### config.mk
export PLATFORM = sky130hd
export DESIGN_NAME = fetch_stage
export DESIGN_NICKNAME = d
export VERILOG_FILES = /design/src/rtl/fetch_stage.sv
export SDC_FILE = /design/constraint.sdc
export NUM_CORES = 1
export LEC_CHECK = 0
export BUFFER_PORTS_ARGS = -buffer_cell sky130_fd_sc_hd__clkbuf_2
export CORE_MARGIN = 10
export CORE_UTILIZATION = 55
export CTS_BUF_LIST = sky130_fd_sc_hd__clkbuf_2
export DETAILED_ROUTE_END_ITERATION = 6
export GPL_TIMING_DRIVEN = 1
export PLACE_DENSITY = 0.87
export RECOVER_POWER = 50
export SETUP_SLACK_MARGIN = 0.4
export SYNTH_ARGS = -nofsm -noshare
export SYNTH_HDL_FRONTEND = slang
export SYNTH_SLANG_ARGS = --single-unit
### constraint.sdc
create_clock -name clk -period 3 [get_ports clk]
set_input_delay 0.15 -clock clk [delete_from_list [all_inputs] [get_ports clk]]
set_output_delay 0.15 -clock clk [all_outputs]
set_load 0.1 [all_outputs]
### src/rtl/fetch_stage.sv
// fetch_stage: instruction-fetch stage with IF/ID pipeline register.
// Keeps one request outstanding to a variable-latency instruction memory and
// applies jr/jalr, j/jal and taken-branch redirects resolved in ID.
// Optional build macro FETCH_PERF_CNT_EN adds perf_fetched/perf_squashed counters.
module fetch_stage #(
  parameter logic [31:0] RESET_PC = 32'h0040_0000,
  parameter int unsigned IMEM_AW  = 32
) (
  input  logic               clk,
  input  logic               rst_n,
  output logic               imem_req,
  output logic [IMEM_AW-1:0] imem_addr,
  input  logic               imem_ready,
  input  logic               imem_rvalid,
  input  logic [31:0]        imem_rdata,
  input  logic               stall,
  input  logic               branch_taken,
  input  logic               jump,
  input  logic               r_jump,
  input  logic [31:0]        jr_target,
  output logic               id_valid,
  output logic [31:0]        id_instr,
  output logic [31:0]        id_pc,
  output logic [31:0]        id_pc_plus4,
  output logic [5:0]         id_opcode,
  output logic [5:0]         id_funct,
  output logic [4:0]         id_rt
`ifdef FETCH_PERF_CNT_EN
  ,
  output logic [31:0]        perf_fetched,
  output logic [31:0]        perf_squashed
`endif
);

  typedef enum logic [2:0] {StIdle, StReq, StWait, StHold, StDrop} state_e;

  state_e      r_state, w_state_d;
  logic [31:0] r_pc, w_pc_d;
  logic [31:0] r_hold, w_hold_d;
  logic        r_id_valid;
  logic [31:0] r_id_instr, r_id_pc, r_id_pc4;

  logic        w_redir;
  logic [31:0] w_tgt_raw, w_target, w_br_off;
  logic        w_load, w_squash;
  logic [31:0] w_load_data;

  // Redirect acceptance and target selection (r_jump > jump > branch_taken).
  always_comb begin
    w_redir  = !stall && r_id_valid && (r_jump || jump || branch_taken);
    w_br_off = {{14{r_id_instr[15]}}, r_id_instr[15:0], 2'b00};
    if (r_jump) begin
      w_tgt_raw = jr_target;
    end else if (jump) begin
      w_tgt_raw = {r_id_pc4[31:28], r_id_instr[25:0], 2'b00};
    end else begin
      w_tgt_raw = r_id_pc4 + w_br_off;
    end
    w_target = {w_tgt_raw[31:2], 2'b00};
  end

  // Fetch FSM next-state, PC update and hold-buffer capture.
  always_comb begin
    w_state_d   = r_state;
    w_pc_d      = r_pc;
    w_hold_d    = r_hold;
    w_load      = 1'b0;
    w_load_data = imem_rdata;
    w_squash    = 1'b0;
    case (r_state)
      StIdle: w_state_d = StReq;
      StReq: begin
        // Accepted request whose PC is already stale must be drained.
        if (imem_ready) w_state_d = w_redir ? StDrop : StWait;
      end
      StWait: begin
        if (imem_rvalid) begin
          if (w_redir) begin
            w_squash  = 1'b1;
            w_state_d = StReq;
          end else if (!stall) begin
            w_load    = 1'b1;
            w_pc_d    = r_pc + 32'd4;
            w_state_d = StReq;
          end else begin
            w_hold_d  = imem_rdata;
            w_state_d = StHold;
          end
        end else if (w_redir) begin
          w_state_d = StDrop;
        end
      end
      StHold: begin
        if (w_redir) begin
          w_squash  = 1'b1;
          w_state_d = StReq;
        end else if (!stall) begin
          w_load      = 1'b1;
          w_load_data = r_hold;
          w_pc_d      = r_pc + 32'd4;
          w_state_d   = StReq;
        end
      end
      StDrop: begin
        if (imem_rvalid) begin
          w_squash  = 1'b1;
          w_state_d = StReq;
        end
      end
      default: w_state_d = StIdle;
    endcase
    if (w_redir) w_pc_d = w_target;
  end

  // FSM state, PC and hold buffer registers.
  always_ff @(posedge clk or negedge rst_n) begin
    if (!rst_n) begin
      r_state <= StIdle;
      r_pc    <= RESET_PC;
      r_hold  <= '0;
    end else begin
      r_state <= w_state_d;
      r_pc    <= w_pc_d;
      r_hold  <= w_hold_d;
    end
  end

  // IF/ID register: load a word, squash on redirect, bubble once consumed, hold on stall.
  always_ff @(posedge clk or negedge rst_n) begin
    if (!rst_n) begin
      r_id_valid <= 1'b0;
      r_id_instr <= '0;
      r_id_pc    <= '0;
      r_id_pc4   <= '0;
    end else if (w_redir) begin
      r_id_valid <= 1'b0;
    end else if (w_load) begin
      r_id_valid <= 1'b1;
      r_id_instr <= w_load_data;
      r_id_pc    <= r_pc;
      r_id_pc4   <= r_pc + 32'd4;
    end else if (!stall) begin
      r_id_valid <= 1'b0;
    end
  end

`ifdef FETCH_PERF_CNT_EN
  logic [31:0] r_perf_fetched, r_perf_squashed;

  // Count words delivered to ID and words thrown away by redirects.
  always_ff @(posedge clk or negedge rst_n) begin
    if (!rst_n) begin
      r_perf_fetched  <= '0;
      r_perf_squashed <= '0;
    end else begin
      if (w_load)   r_perf_fetched  <= r_perf_fetched + 32'd1;
      if (w_squash) r_perf_squashed <= r_perf_squashed + 32'd1;
    end
  end

  assign perf_fetched  = r_perf_fetched;
  assign perf_squashed = r_perf_squashed;
`endif

  assign imem_req    = (r_state == StReq);
  assign imem_addr   = r_pc;
  assign id_valid    = r_id_valid;
  assign id_instr    = r_id_valid ? r_id_instr : 32'd0;
  assign id_pc       = r_id_pc;
  assign id_pc_plus4 = r_id_pc4;
  assign id_opcode   = id_instr[31:26];
  assign id_funct    = id_instr[5:0];
  assign id_rt       = id_instr[20:16];

endmodule

==> reports/metrics.csv <==
metric,value,unit
antenna violations before repair,2,
CP max stage delay,0.55,ns
post-synthesis cell count,1068,
synth warn,0,
WL per Instance,20.70,µm
Die Y,151.9,µm
hold path start,r_jump,
clk sink count,158,
Setup CP Type,reg -> reg,
vias in the first global route,9164,
nature of the critical path endpoint,register,
Iter 0 DRT Violations,827,
Final setup viols,0,
"Reg clk slew, reported paths",0.24,ns
Final Cycle Share,92.26,%
gpl congestion,0.9209,
Post-synth EDFFs,0,
final-layout fill cell count,1277,
Area Overhead vs Synth,28.25,%
total grt overflow,0,
worst path required time,3.66,ns
Crit. Startpoint,id_pc_plus4[2],
"critical path, cell by cell",ha_4 -> fa_2 -> a21o_1 -> nand4_1 -> a21oi_2 -> o21ai_2 -> a41oi_2 -> o41ai_2 -> xnor2_1 -> mux2i_1 -> a221oi_1,
failing checks,"capacitance limit, slew limit",
CP startpoint kind,register,
Synth cell types,70,
root buf cell,clkbuf_2,
Initial DRT Pass Iterations,6,
CTS tree,yes,
clock latency on the worst-skew pair,0.76,ns
Max Cap Viol,1,
"commonest cells after routing, fill and taps aside","214 x nand2_1, 162 x clkbuf_2, 118 x dfrtp_1",
DP HPWL,21890,µm
total number of vias,9320,
synthesized cell area,0.009574,mm²
# nets final,1450,
# DRC,0,
"commonest non-fill, non-tap cell in the layout",nand2_1,
CORE AREA,0.01718,mm²
layout cell share with drive strength beyond 1,28.16,%
Hold WC Path Type,in -> reg,
first-pass GRT wire length,50310,µm
port bufs,210,
RSZ-0062 raised after global routing,yes,
Total Routing Usage GR,26.54,%
row count,48,
status,finished with violations,
slew margin rel.,-61.66,%
Num CTS Buffers,17,
Pins Over Slew Limit,96,
Fin Setup TNS,0,ns
post-synthesis sequential area ratio,41.31,%
ys flop type,dfrtp_1,
routed vias/inst,5.873,
worst slew pin tran,2.425,ns
Critical-path top delay cell,dfrtp_4,
hold-critical path depth,5,
Period minus WS final,2.768,ns
"flops & latches, synth",158,
Worst Skew,0.03066,ns
final hold vios,0,
leading post-synthesis cells by cell area,"dfrtp_1 41%, nand2_1 8.5%, o21ai_0 5.4%, xnor2_1 4.8%, mux2i_1 4.2%",
CTS H-tree depth,4,
Mean Syn Cell Area,8.965,µm²
IO Pins,219,
routed wire length,32850,µm
fmax,361.3,MHz
largest net degree at the start of global routing,97,
r2r worst-path depth,11,
Initial Util,55.74,%
top cell type's share of synthesized area,41.04,%
crit path max fanout,2,
area of the die,0.02308,mm²
worst r2r src,id_pc_plus4[2],
Longest Clk Path Bufs,2,
Yosys top cell by area,dfrtp_1,
Final ANT Viol Nets,0,
die width,151.9,µm
Synth async-reset ratio,100.0,%
crit path DAT,3.43,ns
==> stage by stage <==
step / util (%) / std cells / cell area [µm²] / hold slack [ns] / worst slack (ns)
after CTS: 70.53 / 1574 / 12110 / 0.02541 / 0.2609
final: 71.49 / 1587 / 12280 / 0.09020 / 0.2322
after global routing: 71.49 / 1587 / 12280 / 0.09177 / 0.07073
after detailed placement: 63.24 / 1449 / 10860 / 0.3054 / 0.1544
after global placement: 63.24 / 1449 / 10860 / 0.3028 / 0.2244
after floorplan: - / 1073 / 9749 / -0.1456 / 0.2567
==> flip-flops by register name (all words and copies together) (netlist names) <==
signal and flops:
imem_addr 30, id_valid 1, r_hold 32, id_pc_plus4 30, r_state 3, r_id_instr 32
id_pc 30
==> routing by layer <==
layer | share of wire, % | track usage [%] | up-vias
met5 | 0 | 0 | -
met2 | 47 | 42.70 | 549
met1 | 39 | 33.25 | 4432
met4 | 3.6 | 9.583 | 0
li1 | - | - | 4243
met3 | 10 | 7.705 | 96
==> worst paths after layout <==
path / slack, ns / end
worst max-delay path: 0.23 / imem_addr[24]
worst min-delay path: 0.09 / imem_addr[28]
worst max register to register: 0.23 / imem_addr[24]
worst min register to register: 0.50 / id_pc[4]
max in group asynchronous: 0.65 / id_pc_plus4[10]
min in group asynchronous: 0.63 / id_pc[6]
==> cell families (layout without fill, tap and decap cells) <==
group | Yosys count | count (layout) | synth area share, %
flip-flops | 158 | 158 | 41.31
XOR/XNOR | 76 | 76 | 6.952
other | 1 | 8 | 0.03917
adder cells (fa/ha/maj) | 31 | 31 | 4.130
AND/OR/NAND/NOR | 389 | 389 | 18.30
buffers and inverters | 103 | 390 | 5.476
multiplexers | 73 | 73 | 8.063
AO/OA/AOI/OAI | 237 | 237 | 15.73
==> cell usage after synthesis (3+ instances only) <==
master and instances:
clkbuf_1 39, mux2i_1 40, a31oi_1 7, a21oi_2 3, mux2_2 30, nor4_1 3, o311a_1 5, o311ai_0 3
xnor2_1 53, o31ai_1 3, nand2_1 216, a32o_1 3, a211oi_1 8, a21o_1 15, buf_6 3, o211ai_1 9
buf_4 25, buf_2 14, and2_1 32, or3_1 3, dfrtp_1 157, o21a_1 5, a21oi_1 35, nand2b_1 6
clkbuf_2 3, and3_1 4, nand4_1 10, o22ai_1 5, o21ai_1 3, nor2_1 61, nor2_2 3, xor2_1 23
o21ai_0 104, a221oi_1 10, ha_1 30, nor3_1 14, inv_1 17, mux2_1 3, nand3_1 24
==> cell type report <==
type	instances	area, µm²	share of cell area [%]
clock buffers	18	90.09	0.7336
diodes	2	5.005	0.04076
repair buffers	341	2150	17.51
well taps	225	281.5	2.293
multi-input cells	812	5534	45.07
clock inverters	14	116.4	0.9476
inverters	17	63.81	0.5197
flip-flops and latches	158	4039	32.89
==> timing repair <==
item | in CTS | in global routing
resized for setup | 25 | 33
hold endpoints to repair | 192 | 0
setup endpoints to repair | 11 | 21
buffers inserted | 19 | 11
hold buffers | 74 | 0
pin swaps | 25 | 21
==> critical path, delay by kind of cell (launching register included) <==
family                     cells  cell delay (ns)
muxes                          1             0.09
adders and majority gates      2             0.51
AOI/OAI and AO/OA              6             1.23
xor gates and xnor gates       1             0.17
DFF                            1             0.55
and+or+nand+nor                1             0.14
Power is not shown: default switching activity piles up to over one toggle a cycle in this logic, so the estimate is an artifact.
